[src/rtl/redirect_ctrl.sv]
// Branch-redirect controller: arbitrates mispredict corrections from two
// resolution ports by age, hands one redirect PC to fetch, then flushes.
module redirect_ctrl #(
    parameter int FLUSH_CYCLES = 2,
    parameter int THROTTLE_TH  = 4
) (
    input  logic        clk,
    input  logic        rst,
    input  logic        req0_valid,
    output logic        req0_ready,
    input  logic [41:0] req0_data,
    input  logic        req1_valid,
    output logic        req1_ready,
    input  logic [41:0] req1_data,
    output logic        redir_valid,
    input  logic        redir_ready,
    output logic [31:0] redir_pc,
    output logic [7:0]  redir_tag,
    output logic        flush,
    output logic [2:0]  streak,
    output logic        throttle
);
    localparam int CW = (FLUSH_CYCLES > 1) ? $clog2(FLUSH_CYCLES) : 1;

    typedef enum logic [1:0] {IDLE, HOLD, FLUSH} state_t;

    state_t          state_reg, state_next;
    logic [31:0]     pc_reg, pc_next;
    logic [7:0]      tag_reg, tag_next;
    logic [CW-1:0]   cnt_reg, cnt_next;
    logic [2:0]      streak_reg, streak_next;

    logic            ready;
    logic            acc0, acc1, mis0, mis1, plain0, plain1;
    logic            sel1, sel_any, take;
    logic [31:0]     sel_pc;
    logic [7:0]      sel_tag;
    logic            unused_bits;

    // a is older than b when (b - a) mod 256 lies in 1..127
    function automatic logic is_older(input logic [7:0] a, input logic [7:0] b);
        logic [7:0] d;
        d = b - a;
        return (d != 8'd0) && !d[7];
    endfunction

    assign unused_bits = req0_data[41] ^ req1_data[41];

    assign ready      = (state_reg == IDLE) | ((state_reg == HOLD) & !redir_ready);
    assign req0_ready = ready;
    assign req1_ready = ready;

    assign acc0   = req0_valid & ready;
    assign acc1   = req1_valid & ready;
    assign mis0   = acc0 & req0_data[40];
    assign mis1   = acc1 & req1_data[40];
    assign plain0 = acc0 & !req0_data[40];
    assign plain1 = acc1 & !req1_data[40];

    // Port 0 wins unless port 1 is strictly older (covers the 0/128 ties)
    assign sel1    = mis1 & (!mis0 | is_older(req1_data[7:0], req0_data[7:0]));
    assign sel_any = mis0 | mis1;
    assign sel_pc  = sel1 ? req1_data[39:8] : req0_data[39:8];
    assign sel_tag = sel1 ? req1_data[7:0]  : req0_data[7:0];

    always_ff @(posedge clk or negedge rst) begin
        if (!rst) begin
            state_reg  <= IDLE;
            pc_reg     <= '0;
            tag_reg    <= '0;
            cnt_reg    <= '0;
            streak_reg <= '0;
        end else begin
            state_reg  <= state_next;
            pc_reg     <= pc_next;
            tag_reg    <= tag_next;
            cnt_reg    <= cnt_next;
            streak_reg <= streak_next;
        end
    end

    always_comb begin
        state_next  = state_reg;
        pc_next     = pc_reg;
        tag_next    = tag_reg;
        cnt_next    = cnt_reg;
        streak_next = streak_reg;
        take        = 1'b0;
        case (state_reg)
            IDLE: begin
                if (sel_any) begin
                    pc_next    = sel_pc;
                    tag_next   = sel_tag;
                    state_next = HOLD;
                    take       = 1'b1;
                end
            end
            HOLD: begin
                if (redir_ready) begin
                    state_next = FLUSH;
                    cnt_next   = CW'(FLUSH_CYCLES - 1);
                end else if (sel_any && is_older(sel_tag, tag_reg)) begin
                    pc_next  = sel_pc;
                    tag_next = sel_tag;
                    take     = 1'b1;
                end
            end
            FLUSH: begin
                if (cnt_reg == '0) state_next = IDLE;
                else               cnt_next   = cnt_reg - CW'(1);
            end
            default: state_next = IDLE;
        endcase
        // Discarded wrong-path mispredicts leave the streak untouched
        if (take)
            streak_next = (streak_reg == 3'd7) ? 3'd7 : streak_reg + 3'd1;
        else if (plain0 | plain1)
            streak_next = 3'd0;
    end

    assign redir_valid = (state_reg == HOLD);
    assign flush       = (state_reg == FLUSH);
    assign redir_pc    = pc_reg;
    assign redir_tag   = tag_reg;
    assign streak      = streak_reg;
    assign throttle    = (streak_reg >= 3'(THROTTLE_TH));
endmodule

[config.mk]
export PLATFORM = sky130hd
export DESIGN_NAME = redirect_ctrl
export DESIGN_NICKNAME = d
export VERILOG_FILES = /design/src/rtl/redirect_ctrl.sv
export SDC_FILE = /design/constraint.sdc
export NUM_CORES = 1
export LEC_CHECK = 0
export CAP_MARGIN = 20
export CORE_ASPECT_RATIO = 0.75
export CORE_UTILIZATION = 38
export DETAILED_ROUTE_END_ITERATION = 12
export PLACE_DENSITY = 0.77
export SYNTH_ARGS = -nofsm -noshare
export SYNTH_HDL_FRONTEND = slang
export SYNTH_SLANG_ARGS = --single-unit
[constraint.sdc]
create_clock -name clk -period 4.2 [get_ports clk]
set_input_delay 0.84 -clock clk [delete_from_list [all_inputs] [get_ports clk]]
set_output_delay 0.84 -clock clk [all_outputs]
set_load 0.01 [all_outputs]
-- Word-level counts from Yosys, hierarchy flattened
Index checks and enable logic that the tools add are counted.
- register bits after elaboration: 46
- input port bits: 89
- output and inout port bits: 48
- logic and storage cells: 72
- add/subtract/negate cells: 4
- magnitude comparators: 1
- equality and inequality tests: 8
- muxes and demuxes: 24
- bitwise logic cells: 12
- reduce and logical (&&, ||, !) cells: 18
- operators with widths (cell ; number):
    2-to-1 mux 32 bit ; 4
    one-hot mux 32 bit (2 select lines) ; 1
    2-to-1 mux 8 bit ; 4
    one-hot mux 8 bit (2 select lines) ; 1
    nonzero test 8 bit ; 2
    subtractor 8 bit ; 2
    2-to-1 mux 3 bit ; 3
    bitwise AND 1 bit ; 8
    logical NOT 1 bit ; 6
    2-to-1 mux 2 bit ; 3
    inequality test 2 bit (second input constant) ; 3
    one-hot mux 2 bit (3 select lines) ; 1
    nonzero test 2 bit ; 3
    2-to-1 mux 1 bit ; 5
    inequality test 2 x 1 -> 1 bit (second input constant) ; 2
    bitwise OR 1 bit ; 4
    one-hot mux 1 bit (2 select lines) ; 2
    AND reduction 4 bit ; 1
    adder 3 x 1 -> 3 bit (second input constant) ; 1
    == test 3 bit (second input constant) ; 1
    >= comparator 3 bit (second input constant) ; 1
    logical AND 1 bit ; 3
    AND reduction 3 bit ; 1
    == test 2 x 1 -> 1 bit (second input constant) ; 1
    4 further kinds ; 4

-- Longest topological paths before layout
Gate-level depths: netlist of run 1.
- word-level depth: 17
- gate-level depth with buffers: 21
- gate-level depth less buffers: 19

-- Worst setup path before layout of run 1
OpenSTA, ideal clock, no wires.
- path kind: input to register
- start: input port req0_data[0]
- end: register pc_reg[0] (netlist: redir_pc[0])
- library setup time: 125 ps
- arrival: 5367 ps
- required time: 4075 ps
- slack: -1291 ps
- stages: 21
- buffers on the path: 2
- cells stage by stage: inv_1 -> ha_1 -> fa_1 -> nand2b_1 -> a21oi_1 -> mux2i_1 -> or3_1 -> o311a_1 -> buf_1 -> mux2i_1 -> inv_1 -> ha_1 -> nor2b_1 -> o2111ai_1 -> nand2_1 -> o41ai_1 -> xnor2_1 -> or3_4 -> a31oi_4 -> buf_6 -> mux2_2
- longest elaborated chain between the ends: 12
- elaborated cells between the ends (all ways): 19
- those cells by class: add/sub (2); eq/ne (1); mux (6); bitwise (2); reduce/logical (8)
- RTL lines (what ; RTL line ; RTL):
    from (decl) ; 11 ; input logic [41:0] req0_data,
    subtractor 8 bit * ; 43 ; d = b - a;
    nonzero test 8 bit / logical NOT 1 bit (equally long branches) ; 44 ; return (d != 8'd0) && !d[7];
    logical AND 1 bit * ; 44 ;
    bitwise OR 1 bit * ; 61 ; assign sel1 = mis1 & (!mis0 | is_older(req1_data[7:0], req0_data[7:0]));
    bitwise AND 1 bit * ; 61 ;
    2-to-1 mux 8 bit * ; 64 ; assign sel_tag = sel1 ? req1_data[7:0] : req0_data[7:0];
    net sel_tag[1] ; 37 ; logic [7:0] sel_tag;
    subtractor 8 bit * ; 43 ;
    nonzero test 8 bit / logical NOT 1 bit (equally long branches) ; 44 ;
    logical AND 1 bit * ; 44 ;
    logical AND 1 bit * ; 102 ; end else if (sel_any && is_older(sel_tag, tag_reg)) begin
    inequality test 2 x 1 -> 1 bit (no line) * ; - ;
    AND reduction 4 bit (no line) * ; - ;
    to (signal assigned) ; 75 ; pc_reg <= pc_next;
    to (decl) ; 28 ; logic [31:0] pc_reg, pc_next;
Mark *: on every way through the listed nets, which the timed path passes. The rest lies on a longest branch. The select of a mux whose other input is x is not followed.
A chain may end at the register's enable or synchronous reset.

-- Worst setup path in the final report of run 1
- start: input port req0_data[0]
- end: register pc_reg[21] (netlist: redir_pc[21])
- longest elaborated chain between the ends: 12
- elaborated cells between the ends (all ways): 19
- those cells by class: add/sub (2); eq/ne (1); mux (6); bitwise (2); reduce/logical (8)
- RTL lines (what ; RTL line):
    subtractor 8 bit ; 43
    nonzero test 8 bit / logical NOT 1 bit (equally long branches) ; 44
    logical AND 1 bit ; 44
    bitwise OR 1 bit ; 61
    bitwise AND 1 bit ; 61
    2-to-1 mux 8 bit * ; 64
    net sel_tag[0] ; 37
    subtractor 8 bit * ; 43
    nonzero test 8 bit / logical NOT 1 bit (equally long branches) ; 44
    logical AND 1 bit * ; 44
    logical AND 1 bit * ; 102
    inequality test 2 x 1 -> 1 bit (no line) * ; -
    AND reduction 4 bit (no line) * ; -
Marked as above.

==> impl_metrics.csv, run 1 <==
group,metric,value,unit
outcome,outcome,"finished, violations left",
outcome,violations,"negative setup slack",
placed_design,pre_cts_slack,-1.844,ns
yosys,synth.distinct_cells,45,
detailed_routing,vias_per_cell,5.000,
detailed_routing,drc,0,
floorplanning,die_w,105.9,um
placed_design,dp.cells,551,
clock_tree,clk_latency,0.29,ns
detailed_routing,drt_iter0_drc,131,
detailed_routing,wire_per_inst,16.80,um
global_routing,gr-usage-met2,41.50,%
yosys,synth_cells,277,
final_layout,diodes,0,
clock_tree,max-clock-path-buffers,2,
floorplanning,die-area,8461,um^2
yosys,synth_ff_type,"dfrtp_1",
yosys,synth-edff-count,0,
placed_design,place_area,4903,um^2
floorplanning,initial_core_util,39.02,%
final_layout,post-route-cell-area,5722,um^2
global_routing,antenna_found_initial,0,
worst_setup_path,r2r-start,"state_reg[0]",
floorplanning,die_h,79.91,um
sta,skew,0.005309,ns
sta,rsz0062_at_grt,"yes",
clock_tree,cts_sinks,46,
worst_setup_path,r2r_end,"redir_pc[21]",
detailed_routing,ant_nets,0,
yosys,syn_area,3075,um^2
worst_setup_path,start_kind,"input port",
sta,drv_slew,0,
sta,hold_viol,0,
worst_setup_path,end_kind,"flop",
yosys,yosysWarnings,0,
worst_setup_path,crit_path_start,"req0_data[0]",
worst_setup_path,rr_worst_depth,18,
power,p_total,3362,uW
final_layout,nets,598,
clock_tree,cts_max_level,2,
worst_setup_path,worst-setup-path-type,"input port to flop",
yosys,synth_fp_nets,384,
power,vdd_drop_max,0.3551,mV
clock_tree,cts_buffers,5,
sta,maxSlewHeadroom,70.35,%
sta,finalSetupViolCount,43,
sta,timing.final.ws_setup,-0.9159,ns
power,power_density,587.6,nW/um^2
clock_tree,cts-root-buf,"clkbuf_8",
sta,fin_crit_sh,121.8,%
sta,timing_worst_slew_pin_value,0.4447,ns
global_routing,gr-total-overflow,0,
placed_design,dp_hpwl,6700,um
yosys,async_reset_ff_share,100.0,%
detailed_routing,drt_wl_total,10030,um
job,cap_violations,0,
yosys,ys_seq_elements,46,
final_layout,fillers,540,
yosys,syn-mean-instance-area,11.10,um^2
clock_tree,clk_pin_slew,0.09,ns
floorplanning,io_pins,137,
global_routing,use_met1,29.50,%
worst_setup_path,ff2ff_setup_slack,-0.20,ns
worst_setup_path,cp.required,4.38,ns
final_layout,seqCellArea,1151,um^2
clock_tree,cts_tree,"yes",
worst_setup_path,cp_max_fo,9,
global_routing,grt_pass1_vias,3108,
final_layout,drive_gt1_share,43.50,%
global_routing,grt_max_degree,47,
final_layout,synthToLayoutAreaGrowth,86.05,%
placed_design,gp_congestion,0.8823,
final_layout,largest_register_ffs,32,
worst_setup_path,worst-endpoint-arrival,5.30,ns
global_routing,grt.total_usage,23.32,%
clock_tree,cts_hold_buf,0,
final_layout,multi_input_comb_area,2146,um^2
sta,max_freq,195.5,MHz
final_layout,fin_cells,597,
detailed_routing,dr.pass1.iters,4,
final_layout,fin_util,72.59,%
sta,post-route-min-period,5.116,ns
power,power_leakage,0.002598,uW
floorplanning,num_rows,28,
floorplanning,core_area,7883,um^2
global_routing,grt_pass1_wl,15390,um
detailed_routing,num_vias,2985,
worst_hold_path,worstHoldPathType,"input port to async pin",
global_routing,globalRoute.busiestLayer,"met2",
placed_design,portBuffers,134,
yosys,yosysSeqAreaShare,37.43,%
global_routing,use_met3,4.653,%
## through the flow
step           hold slack [ns]  setup TNS (ns)
6_report                0.4084          -37.50
5_1_grt                 0.4199          -42.15
4_1_cts                 0.5176          -43.81
3_5_place_dp            0.4927          -76.90
3_3_place_gp            0.4868          -66.40
2_1_floorplan           0.4906          -35.10
## repair_timing
action,4_1_cts,5_1_grt
cloned,3,0
gates resized for setup,85,27
setup buffers,35,5
setup endpoints to repair,43,43
pin swaps,17,17
## cell usage after synthesis, types with 2 or more instances
library cell | n | area (um^2)
nand2_1 | 9 | 33.78
clkbuf_1 | 4 | 15.01
o22ai_1 | 3 | 18.77
nor2b_1 | 4 | 25.02
mux2_4 | 2 | 30.03
o211a_1 | 3 | 30.03
ha_1 | 16 | 200.2
or4_1 | 2 | 15.01
buf_6 | 4 | 45.04
mux2i_1 | 15 | 150.1
dfrtp_1 | 46 | 1151
nor3_1 | 4 | 20.02
xor2_1 | 5 | 43.79
a21oi_1 | 9 | 45.04
fa_1 | 2 | 40.04
and3_1 | 2 | 12.51
nand2b_1 | 5 | 31.28
or2_2 | 2 | 12.51
a21o_1 | 2 | 15.01
o21ai_0 | 8 | 40.04
o211ai_1 | 3 | 22.52
mux2_2 | 64 | 720.7
nor2_1 | 12 | 45.04
inv_1 | 26 | 97.59
or3_1 | 2 | 12.51
xnor2_1 | 4 | 35.03
## power breakdown
part | leakage (uW) | internal, uW | total [uW] | switching, uW
clock | 0.0000441 | 117 | 271 | 154
combinational | 0.00201 | 1390 | 2260 | 873
sequential | 0.000544 | 668 | 829 | 161
total | 0.00260 | 2170 | 3360 | 1190
## worst max-delay path by stage
| stage | slack, ns | end |
|---|---|---|
| finish | -0.92 | redir_pc[21] |
| global route | -1.02 | redir_pc[10] |
| CTS | -1.08 | redir_pc[21] |
| detailed placement | -1.84 | redir_pc[19] |
| global placement | -1.59 | redir_pc[18] |
| floorplan | -0.88 | redir_pc[0] |
## layer usage
layer  vias to the layer above  share of wire [%]
li1                       1410                  -
met1                      1454                 42
met2                       109                 50
met3                        12                6.1
met4                         0                1.3
met5                         -                  0
## layout make-up
type	count	area share [%]
well taps	105	2.296
clock inverters	3	0.3717
repair buffers	217	36.58
inverters	26	1.924
flip-flops and latches	46	20.12
clock buffers	5	1.203
multi-input cells	195	37.50
## kinds of logic (layout without fill, tap and decap cells)
group | Yosys count | count (layout) | synth area share, %
XOR/XNOR | 9 | 9 | 2.563
flip-flops | 46 | 46 | 37.43
AO/OA/AOI/OAI | 41 | 41 | 9.602
AND/OR/NAND/NOR | 46 | 46 | 7.811
buffers and inverters | 36 | 251 | 5.492
multiplexers | 81 | 81 | 29.29
adder cells (fa/ha/maj) | 18 | 18 | 7.811
## placed cells by master, fill, tap and decap left out, drive strengths merged, types with 2 or more instances in the layout
| cell type | n |
|---|---|
| xnor2 | 4 |
| a21o | 2 |
| o211ai | 3 |
| clkinv | 2 |
| nor3 | 4 |
| dlygate4sd2 | 10 |
| buf | 87 |
| inv | 26 |
| ha | 16 |
| or2 | 2 |
| nand2 | 9 |
| fa | 2 |
| mux2 | 66 |
| o21ai | 8 |
| nand2b | 5 |
| clkbuf | 5 |
| or3 | 3 |
| xor2 | 5 |
| dfrtp | 46 |
| nor2 | 12 |
| o211a | 3 |
| or4 | 2 |
| mux2i | 15 |
| clkdlybuf4s50 | 119 |
| and3 | 3 |
| a21oi | 10 |
| o22ai | 3 |
| nor2b | 4 |
| a31oi | 2 |
## worst max-delay path: stages
cell and delay [ns]:
buf_8 0.09, inv_12 0.03, ha_4 0.16, fa_2 0.54, o211a_1 0.14, nand4b_1 0.15
or3_4 0.40, o311a_4 0.40, o21ai_2 0.22, ha_2 0.27, fa_2 0.20, inv_2 0.05
buf_4 0.13, or3_1 0.36, o21ai_1 0.17, a311oi_2 0.18, a31oi_4 0.25, buf_4 0.14
buf_6 0.10, buf_16 0.13, mux2_2 0.33
(Power assumes the default switching activity.)
==> run 2, diff against run 1 <==
--- a/config.mk
+++ b/config.mk
@@ -9,7 +9,9 @@
 export CORE_ASPECT_RATIO = 0.75
 export CORE_UTILIZATION = 38
 export DETAILED_ROUTE_END_ITERATION = 12
+export MAX_ROUTING_LAYER = met4
 export PLACE_DENSITY = 0.77
+export SETUP_SLACK_MARGIN = 0.3
 export SYNTH_ARGS = -nofsm -noshare
 export SYNTH_HDL_FRONTEND = slang
 export SYNTH_SLANG_ARGS = --single-unit
==> impl_metrics.csv, run 2 (synthesis gave the netlist of run 1 again) <==
group,metric,value,unit
outcome,outcome,"finished, violations left",
outcome,violations,"negative setup slack",
final_layout,final_common_cell,"clkdlybuf4s50_1",
sta,drv_slew,0,
sta,hold_viol,0,
floorplanning,die_h,79.91,um
worst_setup_path,end_kind,"flop",
detailed_routing,num_vias,3188,
detailed_routing,drc,0,
power,comb_power_share,69.6,%
final_layout,nets,612,
placed_design,dp_hpwl,6700,um
clock_tree,cts_hold_buf,0,
clock_tree,cts_sinks,46,
worst_hold_path,worstHoldPathType,"input port to async pin",
sta,hold-worst-slack,0.4090,ns
global_routing,grt_pass1_vias,3109,
final_layout,largest_register_ffs,32,
clock_tree,cts_buffers,5,
worst_setup_path,start_kind,"input port",
floorplanning,die-area,8461,um^2
floorplanning,die_w,105.9,um
sta,rsz0062_at_grt,"yes",
final_layout,layout_common_cells,"clkdlybuf4s50_1 (119), buf_4 (60), dfrtp_1 (46)",
global_routing,antenna_found_initial,0,
sta,max_freq,188.2,MHz
placed_design,portBuffers,134,
sta,timing_worst_slew_pin_value,0.4799,ns
global_routing,grt_max_degree,47,
worst_setup_path,worst-endpoint-arrival,5.52,ns
clock_tree,clk_latency,0.29,ns
power,p_sw_share,36.26,%
final_layout,diodes,0,
clock_tree,max-clock-path-buffers,2,
global_routing,grt_pass1_wl,15520,um
detailed_routing,wire_per_inst,18.91,um
worst_setup_path,worst-setup-path-type,"input port to flop",
worst_setup_path,cp.required,4.40,ns
detailed_routing,dr.pass1.iters,5,
power,power_frac_seq,23.0,%
sta,post-route-min-period,5.312,ns
floorplanning,core_area,7883,um^2
power,vdd_drop_max,0.3709,mV
power,p_total,3655,uW
power,p_int,2329,uW
job,cap_violations,0,
detailed_routing,vias_per_cell,5.218,
power,switchingPower,1325,uW
global_routing,grt.total_usage,24.27,%
detailed_routing,drt_wl_total,11550,um
final_layout,drive_gt1_share,46.05,%
detailed_routing,ant_nets,0,
placed_design,gp_congestion,0.8970,
sta,maxSlewHeadroom,67.67,%
final_layout,fillers,488,
sta,finalSetupViolCount,43,
detailed_routing,drt_iter0_drc,144,
clock_tree,cts-root-buf,"clkbuf_8",
worst_setup_path,cp_max_fo,5,
floorplanning,num_rows,28,
power,p_clk_share,7.4,%
sta,fin_crit_sh,126.5,%
clock_tree,clk_pin_slew,0.09,ns
sta,skew,0.006916,ns
floorplanning,io_pins,137,
power,power_density,605.7,nW/um^2
sta,timing.final.ws_setup,-1.112,ns
final_layout,synthToLayoutAreaGrowth,96.18,%
clock_tree,cts_tree,"yes",
global_routing,gr-total-overflow,0,
floorplanning,initial_core_util,39.02,%
power,power_leakage,0.002773,uW
clock_tree,cts_max_level,2,
==> run 2: cell types whose count changed in the layout (fill, tap and decap cells not counted), sizes merged <==
cell / before / now
buf: 87 / 99
clkbuf: 5 / 7
==> run 2: area by class of cell <==
type                       count  area (um^2)  area share, %
clock inverter                 3        21.27         0.3526
tap                          105        131.4          2.178
timing repair buffer         231         2325          38.53
inverter                      26        110.1          1.825
multi-input combinational    195         2226          36.89
sequential                    46         1151          19.08
clock buffer                   5        68.82          1.141
==> run 2: metal layers <==
layer | wire length [um] | up-vias | GRT usage [%]
li1 | - | 1442 | -
met4 | 420 | 0 | 4.861
met5 | 0 | - | -
met2 | 5758 | 168 | 41.90
met1 | 4642 | 1537 | 30.26
met3 | 732 | 41 | 4.082
==> run 2: worst paths after layout <==
path | startpoint | cells past startpoint | slack, ns | end
setup / recovery | req1_data[4] | 25 | -1.11 | redir_tag[3]
hold / removal | rst | 1 | 0.41 | cnt_reg
setup reg to reg | state_reg[0] | 21 | -0.38 | redir_tag[3]
hold reg to reg | redir_pc[9] | 1 | 0.52 | redir_pc[9]
max in group asynchronous | rst | 2 | 3.32 | redir_pc[21]
min in group clk | redir_pc[9] | 1 | 0.52 | redir_pc[9]
==> run 2: repair_timing <==
| item | in CTS | in global routing |
|---|---|---|
| pin swaps | 17 | 21 |
| gates resized for setup | 90 | 59 |
| setup buffers | 35 | 11 |
| gates cloned | 3 | 2 |
| setup endpoints to repair | 43 | 43 |
==> run 2: power groups by stage <==
stage	sequential, uW	clock [uW]	combinational, uW
CTS	816	279	2150
finish	839	272	2540
global placement	807	0	1730
detailed placement	817	0	1790
global route	864	296	2670
floorplan	902	0	833
==> run 2: stage by stage <==
step | std cells | TNS [ns] | instance area (um^2) | worst slack, ns | util, %
2_1_floorplan | 277 | -35.10 | 3151 | -0.8795 | -
3_3_place_gp | 551 | -66.40 | 4903 | -1.589 | 62.21
3_5_place_dp | 551 | -76.90 | 4903 | -1.844 | 62.21
4_1_cts | 597 | -43.81 | 5590 | -1.079 | 70.92
5_1_grt | 611 | -48.87 | 6033 | -1.229 | 76.54
6_report | 611 | -44.60 | 6033 | -1.112 | 76.54
==> run 2: worst max-delay path, stage by stage <==
cell	delay (ns)
dlygate4sd2_1	0.27
inv_1	0.07
ha_2	0.21
buf_4	0.16
nor2_4	0.10
o211a_1	0.18
nand4b_1	0.14
or3_4	0.40
o311a_4	0.36
mux2i_4	0.19
inv_2	0.07
buf_6	0.12
ha_4	0.22
nor2b_4	0.14
o2111ai_2	0.18
nand2_2	0.11
o41ai_4	0.27
xnor2_1	0.21
o21ai_0	0.25
a31oi_4	0.27
buf_6	0.12
buf_6	0.11
buf_16	0.13
buf_8	0.13
mux2i_1	0.25
==> run 3, diff against run 2 <==
--- a/config.mk
+++ b/config.mk
@@ -10,7 +10,7 @@
 export CORE_UTILIZATION = 38
 export DETAILED_ROUTE_END_ITERATION = 12
 export MAX_ROUTING_LAYER = met4
-export PLACE_DENSITY = 0.77
+export PLACE_DENSITY_LB_ADDON = 0.12
 export SETUP_SLACK_MARGIN = 0.3
 export SYNTH_ARGS = -nofsm -noshare
 export SYNTH_HDL_FRONTEND = slang
==> impl_metrics.csv, run 3 (synthesis gave the netlist of run 1 again) <==
group,metric,value,unit
worst_setup_path,cp.required,4.39,ns
global_routing,antenna_found_initial,0,
floorplanning,io_pins,137,
power,p_int,2224,uW
worst_setup_path,crit_path_start,"req0_data[0]",
clock_tree,cts_buffers,5,
worst_setup_path,worst-endpoint-arrival,5.18,ns
final_layout,largest_register_ffs,32,
floorplanning,die_h,79.91,um
placed_design,portBuffers,134,
worst_hold_path,worstHoldPathType,"input port to async pin",
clock_tree,max-clock-path-buffers,2,
power,comb_power_share,68.1,%
detailed_routing,ant_nets,0,
final_layout,diodes,0,
worst_setup_path,r2r-start,"state_reg[0]",
clock_tree,clk_latency,0.29,ns
global_routing,gr-total-overflow,0,
sta,post-route-min-period,4.995,ns
outcome,violations,"negative setup slack",
power,p_sw_share,34.59,%
sta,fin_setup_tns,-32.30,ns
floorplanning,core_area,7883,um^2
final_layout,nets,589,
worst_setup_path,path_cells,"buf_8 > inv_12 > ha_4 > fa_2 > nand2b_4 > a21oi_2 > mux2i_1 > or3_1 > o311a_4 > buf_6 > mux2i_2 > ha_1 > buf_4 > buf_4 > xor2_1 > or3_1 > o21ai_2 > a311oi_2 > a31oi_4 > buf_6 > buf_4 > buf_8 > mux2_2",
detailed_routing,num_vias,2886,
clock_tree,cts_max_level,2,
detailed_routing,wire_per_inst,15.15,um
clock_tree,cts-root-buf,"clkbuf_8",
worst_setup_path,r2r_end,"redir_pc[26]",
global_routing,grt.total_usage,22.22,%
power,power_leakage,0.002608,uW
floorplanning,die-area,8461,um^2
detailed_routing,drt_wl_total,8891,um
floorplanning,num_rows,28,
power,p_clk_share,7.6,%
sta,drv_slew,0,
worst_setup_path,start_kind,"input port",
power,p_total,3399,uW
final_layout,synthToLayoutAreaGrowth,84.95,%
job,cap_violations,0,
worst_setup_path,rr_worst_depth,19,
worst_setup_path,cp_num_buf_inv,8,
worst_setup_path,cp_slowest_stage_delay,0.40,ns
detailed_routing,dr.pass1.iters,4,
floorplanning,initial_core_util,39.02,%
worst_setup_path,endpoint,"redir_pc[26]",
power,power_frac_seq,24.4,%
sta,finalSetupViolCount,43,
final_layout,final_common_cell,"clkdlybuf4s50_1",
worst_setup_path,critPathTopFamily,"compound AO/OA/AOI/OAI gates",
worst_setup_path,end_kind,"flop",
detailed_routing,drc,0,
clock_tree,clk_pin_slew,0.09,ns
final_layout,fillers,556,
sta,maxSlewHeadroom,72.56,%
worst_setup_path,cp_num_cells,23,
final_layout,layout_common_cells,"clkdlybuf4s50_1 (119), buf_4 (53), dfrtp_1 (46)",
power,power_density,597.7,nW/um^2
worst_setup_path,cp_max_fo,9,
detailed_routing,drt_iter0_drc,108,
sta,timing_worst_slew_pin_value,0.4073,ns
outcome,outcome,"finished, violations left",
floorplanning,die_w,105.9,um
final_layout,fin_util,72.16,%
sta,fin_crit_sh,118.9,%
placed_design,dp_hpwl,6155,um
sta,rsz0062_at_grt,"yes",
sta,hold-worst-slack,0.3628,ns
sta,timing.final.ws_setup,-0.7952,ns
sta,skew,0.007011,ns
worst_setup_path,path_common_cell,"buf_4",
final_layout,drive_gt1_share,42.74,%
clock_tree,cts_tree,"yes",
global_routing,grt_max_degree,47,
sta,max_freq,200.2,MHz
clock_tree,cts_sinks,46,
worst_setup_path,worst-setup-path-type,"input port to flop",
placed_design,dp.cells,556,
global_routing,grt_pass1_vias,2906,
global_routing,grt_pass1_wl,14170,um
sta,hold_viol,0,
worst_setup_path,ff2ff_setup_slack,-0.11,ns
power,switchingPower,1176,uW
power,vdd_drop_max,0.3254,mV
clock_tree,cts_hold_buf,0,
worst_setup_path,crit_slowest_cell,"or3_1",
final_layout,fin_cells,587,
detailed_routing,vias_per_cell,4.917,
placed_design,gp_congestion,0.8683,
run 3: what timing repair did:
action	CTS	global route
resized for setup	109	18
gates cloned	3	0
endpoints found under the setup margin	43	43
pin swaps	22	17
setup buffers	17	3
run 3: layout make-up:
| cell class | instances | area [um^2] | share of cell area (%) |
|---|---|---|---|
| Multi-Input combinational cell | 195 | 2165 | 38.06 |
| Timing Repair Buffer | 208 | 2052 | 36.08 |
| Sequential cell | 46 | 1151 | 20.24 |
| Tap cell | 105 | 131.4 | 2.310 |
| Inverter | 26 | 110.1 | 1.936 |
| Clock buffer | 5 | 68.82 | 1.210 |
| Clock inverter | 2 | 10.01 | 0.1760 |
run 3: through the flow:
stage          setup slack (ns)  cell area [um^2]
2_1_floorplan           -0.8795              3151
3_3_place_gp             -1.622              4928
3_5_place_dp             -1.803              4928
4_1_cts                  -1.105              5573
5_1_grt                 -0.9606              5688
6_report                -0.7952              5688
run 3: worst reg2reg max path, cell delays in order, from the launching register on:
cell and delay, ns:
dfrtp_1 0.40, a21oi_2 0.13, and3_2 0.24, nand4b_1 0.12, or3_1 0.39, o311a_4 0.35
buf_6 0.14, mux2i_2 0.19, ha_1 0.27, buf_4 0.15, buf_4 0.15, xor2_1 0.15
or3_1 0.33, o21ai_2 0.09, a311oi_2 0.16, a31oi_4 0.24, buf_6 0.12, buf_4 0.10
buf_8 0.14, mux2_2 0.34
run 3: how the worst min path moves through the flow:
stage,startpoint,end,slack [ns],depth (start not counted)
finish,rst,state_reg[1],0.36,1
global route,rst,cnt_reg,0.35,1
CTS,redir_pc[1],redir_pc[1],0.52,1
detailed placement,redir_pc[1],redir_pc[1],0.49,1
global placement,redir_pc[4],redir_pc[4],0.49,1
floorplan,cnt_reg,state_reg[1],0.49,1
run 3: power by group through the flow:
| stage | logic [uW] | registers [uW] | clock network [uW] |
|---|---|---|---|
| after global placement | 1750 | 803 | 0 |
| final | 2310 | 828 | 258 |
| after floorplan | 833 | 902 | 0 |
| after global routing | 2470 | 856 | 288 |
| after CTS | 2240 | 816 | 269 |
| after detailed placement | 1780 | 811 | 0 |
run 3: per-layer routing:
metal  GRT usage [%]  vias up  share of wire (%)
li1                -     1393                  -
met1           26.96     1387                 44
met2           37.12       91                 49
met3           4.571       15                5.5
met4           7.639        0                1.6
met5               -        -                  0
